File: src/rtl/sb_pkg.sv
// Shared types and default geometry for the data-side store buffer.
// The STORE_COALESCE_EN build option is applied in dmem_store_buffer.sv.
package sb_pkg;

  localparam int SB_DEPTH = 4;
  localparam int SB_DW    = 32;
  localparam int SB_AW    = 32;
  localparam int SB_PW    = $clog2(SB_DEPTH);

  typedef struct packed {
    logic [SB_AW-3:0] waddr;
    logic [SB_DW-1:0] data;
  } sb_entry_t;

  // Word index of a byte address; the byte offset never takes part in matching.
  function automatic logic [SB_AW-3:0] word_of(input logic [SB_AW-1:0] byte_addr);
    return byte_addr[SB_AW-1:2];
  endfunction

endpackage

File: src/rtl/sb_fwd_match.sv
// Youngest-first priority matcher over the store-buffer entries.
// It returns the data of the most recently pushed valid entry whose word address matches.
module sb_fwd_match #(
  parameter int DEPTH = 4,
  parameter int DW    = 32,
  parameter int WAW   = 30,
  parameter int PW    = $clog2(DEPTH)
) (
  input  logic [DEPTH-1:0] valid,
  input  logic [PW-1:0]    tail,
  input  logic [WAW-1:0]   lookup,
  input  logic [WAW-1:0]   entry_addr [DEPTH],
  input  logic [DW-1:0]    entry_data [DEPTH],
  output logic             hit,
  output logic [DW-1:0]    data
);

  logic [PW-1:0] idx_s;

  // Walk oldest to youngest so a later (younger) match overrides an earlier one.
  always_comb begin
    hit   = 1'b0;
    data  = {DW{1'b0}};
    idx_s = {PW{1'b0}};
    for (int k = DEPTH; k >= 1; k--) begin
      idx_s = tail - PW'(k);
      if (valid[idx_s] && (entry_addr[idx_s] == lookup)) begin
        hit  = 1'b1;
        data = entry_data[idx_s];
      end else begin
        hit  = hit;
        data = data;
      end
    end
  end

endmodule

File: src/rtl/dmem_store_buffer.sv
// Store buffer between the single-cycle core and the data RAM, with load forwarding.
// Build option STORE_COALESCE_EN merges a store into the youngest entry on a word match.
module dmem_store_buffer
  import sb_pkg::*;
#(
  parameter int DEPTH = SB_DEPTH,
  parameter int DW    = SB_DW,
  parameter int AW    = SB_AW
) (
  input  logic          clk,
  input  logic          reset,
  input  logic          memwrite,
  input  logic [AW-1:0] aluout,
  input  logic [DW-1:0] writedata,
  output logic [DW-1:0] readdata,
  output logic          stall,
  output logic [AW-1:0] rd_addr,
  input  logic [DW-1:0] rd_data,
  output logic          wr_valid,
  output logic [AW-1:0] wr_addr,
  output logic [DW-1:0] wr_data,
  input  logic          wr_ready,
  output logic          sb_empty
);

  localparam int PW  = $clog2(DEPTH);
  localparam int WAW = AW - 2;

  logic [PW-1:0]  head_r;
  logic [PW-1:0]  tail_r;
  logic [PW:0]    count_r;
  logic [WAW-1:0] ent_addr_r [DEPTH];
  logic [DW-1:0]  ent_data_r [DEPTH];

  logic [WAW-1:0] req_waddr_s;
  logic [DEPTH-1:0] valid_s;
  logic           full_s;
  logic           pop_s;
  logic           push_s;
  logic           coal_s;
  logic           fwd_hit_s;
  logic [DW-1:0]  fwd_data_s;

  assign req_waddr_s = aluout[AW-1:2];
  assign full_s      = (count_r == (PW+1)'(DEPTH));
  assign sb_empty    = (count_r == {(PW+1){1'b0}});
  // Reset suppresses the write handshake in the very cycle it is asserted.
  assign wr_valid    = !sb_empty && !reset;
  assign wr_addr     = {ent_addr_r[head_r], 2'b00};
  assign wr_data     = ent_data_r[head_r];
  assign pop_s       = wr_valid && wr_ready;
  assign rd_addr     = aluout;

`ifdef STORE_COALESCE_EN
  logic [PW-1:0] tail_m1_s;
  assign tail_m1_s = tail_r - PW'(1'b1);
  // Merging into a single entry that is draining this cycle would lose the new data.
  assign coal_s = memwrite && !reset && !sb_empty
                  && (ent_addr_r[tail_m1_s] == req_waddr_s)
                  && !((count_r == (PW+1)'(1'b1)) && pop_s);
`else
  assign coal_s = 1'b0;
`endif

  // Stall depends only on occupancy and the coalesce decision, never on wr_ready.
  assign push_s = memwrite && !reset && !coal_s && !full_s;
  assign stall  = memwrite && !reset && !coal_s && full_s;

  // Entry i is live when its distance from head is below the occupancy.
  always_comb begin
    valid_s = {DEPTH{1'b0}};
    for (int i = 0; i < DEPTH; i++) begin
      valid_s[i] = ({1'b0, PW'(i) - head_r} < count_r);
    end
  end

  sb_fwd_match #(
    .DEPTH (DEPTH),
    .DW    (DW),
    .WAW   (WAW),
    .PW    (PW)
  ) u_fwd (
    .valid      (valid_s),
    .tail       (tail_r),
    .lookup     (req_waddr_s),
    .entry_addr (ent_addr_r),
    .entry_data (ent_data_r),
    .hit        (fwd_hit_s),
    .data       (fwd_data_s)
  );

  assign readdata = fwd_hit_s ? fwd_data_s : rd_data;

  // Head, tail and occupancy bookkeeping.
  always_ff @(posedge clk) begin
    if (reset) begin
      head_r  <= {PW{1'b0}};
      tail_r  <= {PW{1'b0}};
      count_r <= {(PW+1){1'b0}};
    end else begin
      if (push_s) begin
        tail_r <= tail_r + PW'(1'b1);
      end
      if (pop_s) begin
        head_r <= head_r + PW'(1'b1);
      end
      count_r <= count_r + {{PW{1'b0}}, push_s} - {{PW{1'b0}}, pop_s};
    end
  end

  // Entry storage carries no reset; liveness comes from the pointers alone.
  always_ff @(posedge clk) begin
`ifdef STORE_COALESCE_EN
    if (coal_s) begin
      ent_data_r[tail_m1_s] <= writedata;
    end
`endif
    if (push_s) begin
      ent_addr_r[tail_r] <= req_waddr_s;
      ent_data_r[tail_r] <= writedata;
    end
  end

endmodule

File: config.mk
export PLATFORM = sky130hd
export DESIGN_NAME = dmem_store_buffer
export DESIGN_NICKNAME = d
export VERILOG_FILES = /design/src/rtl/sb_pkg.sv /design/src/rtl/sb_fwd_match.sv /design/src/rtl/dmem_store_buffer.sv
export SDC_FILE = /design/constraint.sdc
export NUM_CORES = 1
export LEC_CHECK = 0
export BUFFER_PORTS_ARGS = -buffer_cell sky130_fd_sc_hd__buf_2
export CAP_MARGIN = 20
export CORE_MARGIN = 1
export CORE_UTILIZATION = 45
export DETAILED_ROUTE_END_ITERATION = 10
export RECOVER_POWER = 25
export SLEW_MARGIN = 10
export SYNTH_ARGS = -nofsm -noshare
export SYNTH_HDL_FRONTEND = slang
export SYNTH_SLANG_ARGS = --single-unit
File: constraint.sdc
create_clock -name clk -period 6.2 [get_ports clk]
set_clock_uncertainty 0.15 [all_clocks]
set_input_delay 1.24 -clock clk [delete_from_list [all_inputs] [get_ports clk]]
set_output_delay 1.24 -clock clk [all_outputs]
set_load 0.005 [all_outputs]
==> impl_summary.log, run 1 <==
[metrics] Max-cap violations: 0
[metrics] family with the most delay on the worst path: compound AO/OA/AOI/OAI gates
[metrics] die height: 199 um
[metrics] Crit path required time: 4.81 ns
[metrics] count of input and output buffers: 224
[metrics] area added between synthesis and finish: 12.4%
[metrics] Tcrit/Tclk final: 97.2%
[metrics] CTS tree: built
[metrics] cells after synthesis: 1460
[metrics] GRT overflow: 0
[metrics] Max stage delay cell, worst path: sky130_fd_sc_hd__nor4_2
[metrics] CP Launch Type: register
[metrics] Post-synth top flop: sky130_fd_sc_hd__edfxtp_1
[metrics] Post-route DRC: 0
[metrics] gp weighted congestion: 0.860
[metrics] largest net degree at the start of global routing: 134
[metrics] Design Power: 5.65 mW
[metrics] number of buffers created by CTS: 29
[metrics] hold slack: 0.596 ns
[metrics] power density cells: 287 nW/um^2
[metrics] routed vias: 12.8k
[metrics] via count of the first global-routing pass: 12.2k
[metrics] antenna violations before repair: 1
[metrics] std cell rows: 71
[metrics] cells traversed along the worst timing path: xnor2_1 > inv_1 > ha_1 > a21oi_1 > o311ai_1 > o31ai_1 > nand4_1 > nor4_2 > or3b_1 > buf_12 > o211ai_1 > a22o_1 > buf_2
[metrics] number of placed cells counting well taps: 2063
[metrics] H-tree levels: 1
[metrics] crit end category: output port
[metrics] number of buffers inserted by hold repair at cts: 0
[metrics] number of max-slew violations in the final report: 0
[metrics] global-route usage over all layers: 24.4%
[metrics] total I/O pin count: 231
[metrics] vias per std cell: 6.02
[metrics] clock sink count: 255
[metrics] horizontal die dimension: 199 um
[metrics] CTS Root Cell: sky130_fd_sc_hd__clkbuf_16
[metrics] total setup violations reported at the end of the flow: 0
[metrics] post-synthesis async set-or-reset flop share: 0%
[metrics] Yosys reg bits: 255
[metrics] number of synthesized flops with an enable pin: 248
[metrics] Worst-Margin Slew: 0.920 ns
[metrics] unrepaired setup endpoints after global routing: false
[metrics] share of synthesized area occupied by flip-flops and latches: 43.2%
[metrics] Total Negative Setup Slacks: 0 ns
[metrics] arrival time at the worst endpoint: 4.63 ns
[metrics] per-cell routed wire length: 23.4 um
[metrics] Post-Synthesis Mean Instance Area: 12.0 sq um
[metrics] number of warnings reported in the yosys synthesis log: 0
[metrics] total count of hold-check failures in the final report: 0
[metrics] type of the worst setup path: register to output port
[metrics] die outline area: 39800 sq um
[metrics] standard cell core area: 38000 sq um
[metrics] Period minus WS final: 6.02 ns
[metrics] cell area after placement: 18700 sq um
[metrics] Buf/Inv on CP: 3
[metrics] global-route wire length before repair: 73.1 mm
[metrics] cell area after synthesis: 17500 sq um
[metrics] router iterations before antenna repair: 5
[metrics] clock input transition at the sequential cells of the worst setup and hold paths: 0.06 ns
[metrics] maximum net fanout on the critical path: 32
[metrics] insertion delay to the later sink of the worst-skew pair: 0.55 ns
[metrics] count of antenna-violating nets left after detailed routing: 0
[metrics] remaining max-slew budget at the tightest pin: 37.9%
[metrics] effective utilization at floorplan: 46.1%
[metrics] antenna cells: 0
[metrics] fmax: 0.166 GHz
[metrics] class of the worst hold path: register to register
[metrics] buffer levels on the longest clock path: 3
[metrics] Crit path largest cell delay: 0.56 ns
[metrics] ratio of cells with drive above 1 in the final layout: 27.6%
[metrics] total leakage power: 6.40 nW
[metrics] summed area of non-filler cells in the final layout: 19700 sq um
[metrics] 1st-iter DRT viols: 831
[metrics] post-synth cell types: 59
[metrics] total half-perimeter wirelength after legalization and detailed placement: 32.6 mm
[metrics] Post-Layout Cell Count: 2120
[metrics] nets@finish: 1697
[metrics] status: finished clean
[metrics] total routed wirelength: 49.6 mm
[metrics] highest ir drop seen on vdd: 0.249 mV
[sequential cells by signal, summed over array words and instances (netlist names)]
signal,flops
count_r,3
ent_addr_r,120
ent_data_r,128
head_r,2
tail_r,2
[through the flow]
step | worst slack [ns] | utilization, %
after global routing | 0.0183 | 51.9
final | 0.177 | 51.9
after floorplan | 0.700 | -
after global placement | 0.583 | 49.3
after detailed placement | 0.571 | 49.3
after CTS | 0.0368 | 51.8
[layout by cell type, fill, tap and decap left out, types with 3 or more instances in the layout]
cell type	count
sky130_fd_sc_hd__a21oi_1	107
sky130_fd_sc_hd__a22o_1	32
sky130_fd_sc_hd__and2_4	4
sky130_fd_sc_hd__buf_12	6
sky130_fd_sc_hd__buf_2	183
sky130_fd_sc_hd__buf_4	17
sky130_fd_sc_hd__bufinv_16	5
sky130_fd_sc_hd__clkbuf_1	47
sky130_fd_sc_hd__clkbuf_16	30
sky130_fd_sc_hd__clkinv_1	10
sky130_fd_sc_hd__dfxtp_1	3
sky130_fd_sc_hd__dfxtp_4	4
sky130_fd_sc_hd__edfxtp_1	248
sky130_fd_sc_hd__ha_1	9
sky130_fd_sc_hd__inv_1	7
sky130_fd_sc_hd__mux2_2	69
sky130_fd_sc_hd__mux2i_1	144
sky130_fd_sc_hd__mux4_2	113
sky130_fd_sc_hd__nand2_1	147
sky130_fd_sc_hd__nand2b_1	3
sky130_fd_sc_hd__nand3_1	9
sky130_fd_sc_hd__nand4_1	15
sky130_fd_sc_hd__nor2_1	80
sky130_fd_sc_hd__nor2b_1	3
sky130_fd_sc_hd__nor3_1	5
sky130_fd_sc_hd__nor4_1	11
sky130_fd_sc_hd__o211ai_1	34
sky130_fd_sc_hd__o21ai_0	76
sky130_fd_sc_hd__o221ai_1	3
sky130_fd_sc_hd__o31ai_1	4
sky130_fd_sc_hd__xnor2_1	74
sky130_fd_sc_hd__xor2_1	61
[cell usage after synthesis, types with 4 or more instances]
cell	n	share of area, %
sky130_fd_sc_hd__o211ai_1	34	1.5
sky130_fd_sc_hd__buf_1	28	0.60
sky130_fd_sc_hd__clkbuf_1	57	1.2
sky130_fd_sc_hd__nand4_1	15	0.53
sky130_fd_sc_hd__nor2_1	80	1.7
sky130_fd_sc_hd__buf_6	11	0.71
sky130_fd_sc_hd__dfxtp_1	7	0.80
sky130_fd_sc_hd__mux2i_1	144	8.2
sky130_fd_sc_hd__o21ai_0	76	2.2
sky130_fd_sc_hd__buf_4	41	1.8
sky130_fd_sc_hd__mux2_2	69	4.4
sky130_fd_sc_hd__xor2_1	61	3.0
sky130_fd_sc_hd__buf_2	16	0.46
sky130_fd_sc_hd__ha_1	10	0.71
sky130_fd_sc_hd__nor4_1	12	0.43
sky130_fd_sc_hd__and2_1	6	0.21
sky130_fd_sc_hd__o31ai_1	4	0.17
sky130_fd_sc_hd__xnor2_1	74	3.7
sky130_fd_sc_hd__edfxtp_1	248	42
sky130_fd_sc_hd__nand3_1	9	0.26
sky130_fd_sc_hd__inv_1	7	0.15
sky130_fd_sc_hd__nor3_1	5	0.14
sky130_fd_sc_hd__a21oi_1	107	3.1
sky130_fd_sc_hd__mux4_2	113	15
sky130_fd_sc_hd__a22o_1	32	1.6
sky130_fd_sc_hd__nand2_1	147	3.1
[cells by family after synthesis]
group                      synth area share [%]
other                                    0.0214
muxes                                      27.1
AOI/OAI and AO/OA                          9.49
and+or+nand+nor                            7.31
adders and majority gates                 0.827
DFF                                        43.2
buffers and inverters                      5.22
xor gates and xnor gates                   6.74
[final timing paths]
path / startpoint / end / slack (ns) / cells past startpoint
setup / recovery: head_r[1] / readdata[2] / 0.18 / 13
hold / removal: count_r[1] / count_r[1] / 0.60 / 2
setup reg to reg: tail_r[1] / ent_addr_r[41] / 2.29 / 5
hold reg to reg: count_r[1] / count_r[1] / 0.60 / 2
[tightest hold or removal path: stages (launching register included)]
cell	delay (ns)
sky130_fd_sc_hd__dfxtp_1	0.46
sky130_fd_sc_hd__fa_1	0.20
sky130_fd_sc_hd__nor2_1	0.04
[where the power goes]
group          internal, mW  leakage (nW)  switching, mW
Sequential             1.99          2.31         0.0915
Clock                  1.06         0.463          0.692
Combinational         0.791          3.63           1.03
Total                  3.84          6.40           1.81
[area by class of cell]
class                           count  area (sq um)
Fill cell                        3403         18300
Multi-Input combinational cell   1042          9090
Sequential cell                   255          7600
Timing Repair Buffer              250          1400
Clock buffer                       35           748
Tap cell                          511           639
Clock inverter                     19           214
Inverter                            8          30.0
[layer usage]
metal / track usage [%] / wire length [um]
met1: 33.8 / 21200
met2: 38.8 / 23000
met3: 4.79 / 3850
met4: 7.44 / 1470
met5: 0 / 13
[what timing repair did]
item	4_1_cts	5_1_grt
setup buffers	0	2
setup endpoints to repair	0	32
endpoints found under the hold margin	0	0
resized for setup	0	2
No activity file was read; power rests on OpenSTA's default activity.
==> run 2, diff against run 1 <==
CELL_PAD_IN_SITES_DETAIL_PLACEMENT = 1   (was unset)
CELL_PAD_IN_SITES_GLOBAL_PLACEMENT = 2   (was unset)
CORE_UTILIZATION = 40   (was 45)
PLACE_DENSITY_LB_ADDON = 0.1   (was unset)
==> impl_summary.log, run 2 (synthesized netlist as in run 1, its figures left out) <==
[metrics] type of the worst setup path: register to output port
[metrics] buffer levels on the longest clock path: 3
[metrics] Largest Register: ent_data_r
[metrics] launch point of the worst reg-to-reg path: tail_r[1]
[metrics] global-route usage over all layers: 23.9%
[metrics] H-tree levels: 1
[metrics] Period minus WS final: 6.01 ns
[metrics] die outline area: 44700 sq um
[metrics] Worst-Margin Slew: 1.04 ns
[metrics] Crit path required time: 4.81 ns
[metrics] std cell rows: 76
[metrics] die height: 211 um
[metrics] clock input transition at the sequential cells of the worst setup and hold paths: 0.06 ns
[metrics] insertion delay to the later sink of the worst-skew pair: 0.57 ns
[metrics] highest ir drop seen on vdd: 0.235 mV
[metrics] switching power: 1.88 mW
[metrics] total half-perimeter wirelength after legalization and detailed placement: 36.4 mm
[metrics] most common cell after layout, fill and taps aside: sky130_fd_sc_hd__edfxtp_1
[metrics] antenna violations before repair: 1
[metrics] maximum net fanout on the critical path: 32
[metrics] commonest cells after routing, fill and taps aside: sky130_fd_sc_hd__edfxtp_1 (248), sky130_fd_sc_hd__buf_2 (184), sky130_fd_sc_hd__nand2_1 (147), sky130_fd_sc_hd__mux2i_1 (144), sky130_fd_sc_hd__mux4_2 (113)
[metrics] nets@finish: 1703
[metrics] layout filler cell count: 4647
[metrics] final core occ: 46.1%
[metrics] total setup violations reported at the end of the flow: 0
[metrics] logic depth of the worst register-to-register path: 5
[metrics] Max stage delay cell, worst path: sky130_fd_sc_hd__ha_4
[metrics] gp weighted congestion: 0.838
[metrics] arrival time at the worst endpoint: 4.62 ns
[metrics] effective utilization at floorplan: 40.6%
[metrics] horizontal die dimension: 211 um
[metrics] unrepaired setup endpoints after global routing: false
[metrics] status: finished clean
[metrics] GRT overflow: 0
[metrics] ratio of cells with drive above 1 in the final layout: 28.5%
[metrics] count of antenna-violating nets left after detailed routing: 0
[metrics] global-route wire length before repair: 80.8 mm
[metrics] CP Launch Type: register
[metrics] total I/O pin count: 231
[metrics] Crit path largest cell delay: 0.47 ns
[metrics] crit end category: output port
[metrics] Clock power frac: 32.0%
[metrics] FF-to-FF setup slack: 2.90 ns
[metrics] design internal power: 3.91 mW
[metrics] number of flip-flops under the largest register name: 128
[metrics] cells traversed along the worst timing path: inv_1 > ha_4 > mux4_2 > xnor2_1 > buf_4 > nand4_1 > nor4_2 > o21ai_0 > nor2_1 > or3b_1 > buf_12 > o211ai_1 > a22o_1 > buf_2
[metrics] top flop regs: ent_data_r: 128 flops, ent_addr_r: 120 flops, count_r: 3 flops
[metrics] total count of hold-check failures in the final report: 0
[metrics] sequential group share of total power: 35.8%
[metrics] Max-cap violations: 0
[metrics] fmax: 0.166 GHz
[metrics] router iterations before antenna repair: 5
[metrics] CTS tree: built
[metrics] class of the worst hold path: register to register
[metrics] Worst Hold Endpoint: count_r[1]
[metrics] vias per std cell: 5.67
[metrics] Tcrit/Tclk final: 96.9%
[metrics] number of max-slew violations in the final report: 0
[metrics] total routed wirelength: 53.8 mm
[metrics] routed vias: 12.5k
[metrics] multi-input combinational cell area: 9100 sq um
[metrics] Design Power: 5.78 mW
[metrics] Post-route DRC: 0
[metrics] Total Negative Setup Slacks: 0 ns
[metrics] total leakage power: 6.46 nW
[metrics] area taken by flip-flops and latches: 7600 sq um
[metrics] via count of the first global-routing pass: 13.0k
[metrics] switching power share of the total: 32.4%
[metrics] per-cell routed wire length: 24.5 um
[metrics] CTS Root Cell: sky130_fd_sc_hd__clkbuf_16
[metrics] count of input and output buffers: 224
[metrics] 1st-iter DRT viols: 669
[metrics] clock sink count: 255
[metrics] remaining max-slew budget at the tightest pin: 30.7%
[metrics] number of buffers created by CTS: 30
[metrics] area added between synthesis and finish: 13.5%
[metrics] standard cell core area: 43200 sq um
[metrics] power density cells: 290 nW/um^2
[metrics] hold path depth: 2
[metrics] Comb power frac: 32.2%
[metrics] largest net degree at the start of global routing: 114
[metrics] FF-to-FF End: ent_addr_r[3]
[metrics] Hold Crit Start: count_r[1]
-- run 2: cell count changes in the layout (fill, tap and decap cells not counted), moves of 2 or more --
| cell | before | now |
|---|---|---|
| sky130_fd_sc_hd__buf_4 | 17 | 19 |
| sky130_fd_sc_hd__buf_6 | 0 | 4 |
| sky130_fd_sc_hd__clkbuf_16 | 30 | 32 |
| sky130_fd_sc_hd__clkinv_1 | 10 | 4 |
| sky130_fd_sc_hd__clkinv_2 | 2 | 7 |
| sky130_fd_sc_hd__nor4_1 | 11 | 9 |
| sky130_fd_sc_hd__nor4_2 | 2 | 4 |
-- run 2: repair_timing --
item / in CTS / in global routing
endpoints found under the setup margin: 32 / 32
hold buffers: 0 / 0
pin swaps: 0 / 1
buffers inserted: 0 / 1
cloned: 0 / 1
gates resized for setup: 2 / 5
-- run 2: metal layers --
| metal | global-route usage (%) | vias to the layer above | share of wire (%) |
|---|---|---|---|
| met2 | 42.4 | 239 | 51 |
| met4 | 5.47 | 2 | 1.7 |
| li1 | - | 5808 | - |
| met5 | 0 | - | 0.019 |
| met3 | 2.67 | 46 | 3.3 |
| met1 | 31.2 | 6380 | 44 |
-- run 2: how the worst max path moves through the flow --
| stage | slack [ns] | end | startpoint | cells after the start |
|---|---|---|---|---|
| 2_1_floorplan | 0.70 | readdata[10] | head_r[0] | 14 |
| 3_3_place_gp | 0.57 | readdata[30] | aluout[26] | 11 |
| 3_5_place_dp | 0.49 | readdata[1] | tail_r[1] | 14 |
| 4_1_cts | 0.05 | readdata[1] | tail_r[1] | 14 |
| 5_1_grt | 0.03 | readdata[1] | tail_r[0] | 13 |
| 6_report | 0.19 | readdata[1] | tail_r[0] | 14 |
-- run 2: area by class of cell --
type | instances | area share, %
inverter | 8 | 0.151
antenna | 1 | 0.0126
sequential | 255 | 38.2
clock inverter | 19 | 1.12
timing repair buffer | 255 | 7.16
multi-input combinational | 1042 | 45.7
tap | 585 | 3.67
clock buffer | 37 | 4.01
-- run 2: power by group through the flow --
stage / Combinational [mW] / Clock (mW) / Sequential (mW)
2_1_floorplan: 1.32 / 0 / 2.07
3_3_place_gp: 1.83 / 0 / 2.10
3_5_place_dp: 1.85 / 0 / 2.10
4_1_cts: 1.87 / 1.90 / 2.07
5_1_grt: 2.03 / 1.96 / 2.08
6_report: 1.86 / 1.85 / 2.07
-- run 2: stage by stage --
stage | setup WS [ns] | instance area (sq um) | std cells | hold slack [ns]
after floorplan | 0.700 | 17500 | 1461 | 0.493
after global placement | 0.570 | 18900 | 2143 | 0.567
after detailed placement | 0.492 | 18900 | 2143 | 0.584
after CTS | 0.0541 | 19900 | 2199 | 0.601
after global routing | 0.0290 | 19900 | 2201 | 0.658
final | 0.194 | 19900 | 2202 | 0.591
-- run 2: worst max-delay path: cells and delay by family, from the launching register on --
family	cells	cell delay [ns]
AOI/OAI and AO/OA	3	0.70
xor gates and xnor gates	1	0.19
adders and majority gates	1	0.47
buffers and inverters	4	0.67
DFF	1	0.44
muxes	1	0.36
and+or+nand+nor	4	1.20
==> run 3, diff against run 2 <==
clock period = 5.7 ns   (was 6.2 ns; I/O delays follow)
==> impl_summary.log, run 3 (synthesized netlist as in run 1, its figures left out) <==
[metrics] Design Power: 6.13 mW
[metrics] Tcrit/Tclk final: 98.0%
[metrics] commonest cells after routing, fill and taps aside: sky130_fd_sc_hd__edfxtp_1 (248), sky130_fd_sc_hd__buf_2 (184), sky130_fd_sc_hd__nand2_1 (147), sky130_fd_sc_hd__mux2i_1 (142), sky130_fd_sc_hd__mux4_2 (113)
[metrics] Period minus WS final: 5.58 ns
[metrics] global-route wire length before repair: 81.2 mm
[metrics] Crit path required time: 4.41 ns
[metrics] maximum net fanout on the critical path: 46
[metrics] Worst setup startpoint: tail_r[0]
[metrics] Largest Register: ent_data_r
[metrics] number of buffers inserted by hold repair at cts: 0
[metrics] GRT overflow: 0
[metrics] arrival time at the worst endpoint: 4.29 ns
[metrics] FF-to-FF setup slack: 2.75 ns
[metrics] highest ir drop seen on vdd: 0.241 mV
[metrics] total leakage power: 6.61 nW
[metrics] power density cells: 305 nW/um^2
[metrics] nets@finish: 1727
[metrics] type of the worst setup path: register to output port
[metrics] CTS tree: built
[metrics] die outline area: 44700 sq um
[metrics] status: finished clean
[metrics] Worst-Margin Slew: 1.00 ns
[metrics] total setup violations reported at the end of the flow: 0
[metrics] Post-Layout Cell Count: 2224
[metrics] vias per std cell: 5.70
[metrics] std cell rows: 76
[metrics] die height: 211 um
[metrics] number of max-slew violations in the final report: 0
[metrics] launch point of the worst reg-to-reg path: tail_r[0]
[metrics] Max-cap violations: 0
[metrics] antenna violations before repair: 3
[metrics] effective utilization at floorplan: 40.6%
[metrics] per-cell routed wire length: 24.3 um
[metrics] fmax: 0.179 GHz
[metrics] via count of the first global-routing pass: 13.2k
[metrics] number of placed cells counting well taps: 2157
[metrics] 1st-iter DRT viols: 627
[metrics] CTS Root Cell: sky130_fd_sc_hd__clkbuf_16
[metrics] routed vias: 12.7k
[metrics] area added between synthesis and finish: 14.8%
[metrics] largest net degree at the start of global routing: 106
[metrics] number of flip-flops under the largest register name: 128
[metrics] standard cell core area: 43200 sq um
[metrics] global-route usage over all layers: 24.1%
[metrics] crit end category: output port
[metrics] layout filler cell count: 4564
[metrics] CP Launch Type: register
[metrics] clock sink count: 255
[metrics] total count of hold-check failures in the final report: 0
[metrics] count of input and output buffers: 224
[metrics] total half-perimeter wirelength after legalization and detailed placement: 37.4 mm
[metrics] Hold Crit Start: count_r[1]
[metrics] count of antenna-violating nets left after detailed routing: 0
[metrics] H-tree levels: 1
[metrics] most common cell after layout, fill and taps aside: sky130_fd_sc_hd__edfxtp_1
[metrics] top flop regs: ent_data_r: 128 flops, ent_addr_r: 120 flops, count_r: 3 flops
[metrics] remaining max-slew budget at the tightest pin: 33.2%
[metrics] router iterations before antenna repair: 5
[metrics] buffer levels on the longest clock path: 3
[metrics] cell area after placement: 19000 sq um
[metrics] insertion delay to the later sink of the worst-skew pair: 0.56 ns
[metrics] summed area of non-filler cells in the final layout: 20100 sq um
[metrics] gp weighted congestion: 0.858
[metrics] total I/O pin count: 231
[metrics] class of the worst hold path: register to register
[metrics] number of buffers created by CTS: 29
[metrics] Post-route DRC: 0
[metrics] total routed wirelength: 54.1 mm
[metrics] clock input transition at the sequential cells of the worst setup and hold paths: 0.06 ns
[metrics] ratio of cells with drive above 1 in the final layout: 29.7%
[metrics] horizontal die dimension: 211 um
run 3: changes by cell type in the layout (fill, tap and decap cells not counted), sizes merged:
| cell | delta |
|---|---|
| buf | +24 |
| clkbuf | -1 |
| clkinvlp | -1 |
| diode | +1 |
| bufinv | -2 |
| clkinv | +1 |
run 3: routing by layer:
| layer | wire (um) | global-route usage, % |
|---|---|---|
| met1 | 23200 | 31.0 |
| met2 | 26900 | 41.7 |
| met3 | 2120 | 2.95 |
| met4 | 1860 | 8.87 |
| met5 | 12 | 0 |
run 3: path summary, 6_finish.rpt:
check,endpoint,cells after the start
max,readdata[1],12
min,count_r[1],2
min reg2reg,count_r[1],2
max reg2reg,ent_addr_r[24],5
run 3: timing repair:
| item | in CTS | in global routing |
|---|---|---|
| setup buffers | 5 | 5 |
| gates cloned | 1 | 2 |
| gates resized for setup | 10 | 17 |
| pin swaps | 4 | 5 |
| hold endpoints to repair | 0 | 0 |
| endpoints found under the setup margin | 32 | 32 |
run 3: final cells by class:
class | instances | area (sq um) | area share (%)
Antenna cell | 2 | 5.00 | 0.0248
Multi-Input combinational cell | 1042 | 9180 | 45.6
Timing Repair Buffer | 280 | 1690 | 8.38
Clock inverter | 17 | 156 | 0.776
Inverter | 8 | 30.0 | 0.149
Clock buffer | 35 | 748 | 3.71
Sequential cell | 255 | 7600 | 37.7
Tap cell | 585 | 732 | 3.63
run 3: worst max-delay path, stage by stage, from the launching register on:
cell and delay (ns):
sky130_fd_sc_hd__dfxtp_4 0.43, sky130_fd_sc_hd__buf_12 0.31, sky130_fd_sc_hd__mux2i_1 0.22, sky130_fd_sc_hd__mux2_2 0.31, sky130_fd_sc_hd__xnor2_1 0.49, sky130_fd_sc_hd__nor4_1 0.20, sky130_fd_sc_hd__and4_1 0.28, sky130_fd_sc_hd__and2_1 0.19
sky130_fd_sc_hd__or3b_1 0.45, sky130_fd_sc_hd__buf_12 0.20, sky130_fd_sc_hd__o211ai_1 0.32, sky130_fd_sc_hd__a22o_1 0.18, sky130_fd_sc_hd__buf_2 0.10
run 3: report_power, final:
group          switching [mW]  leakage, nW  internal, mW
combinational            1.17         3.85         0.904
sequential             0.0779         2.31          2.16
clock                   0.760        0.446          1.06
run 3: per-stage QoR:
step / worst slack (ns) / util [%] / TNS (ns) / hold WS [ns]
CTS: 0.0268 / 46.4 / 0 / 0.585
detailed placement: 0.290 / 44.0 / 0 / 0.564
global placement: 0.322 / 44.0 / 0 / 0.568
global route: -0.00144 / 46.6 / -0.00144 / 0.640
finish: 0.116 / 46.7 / 0 / 0.582
floorplan: 0.300 / - / 0 / 0.493
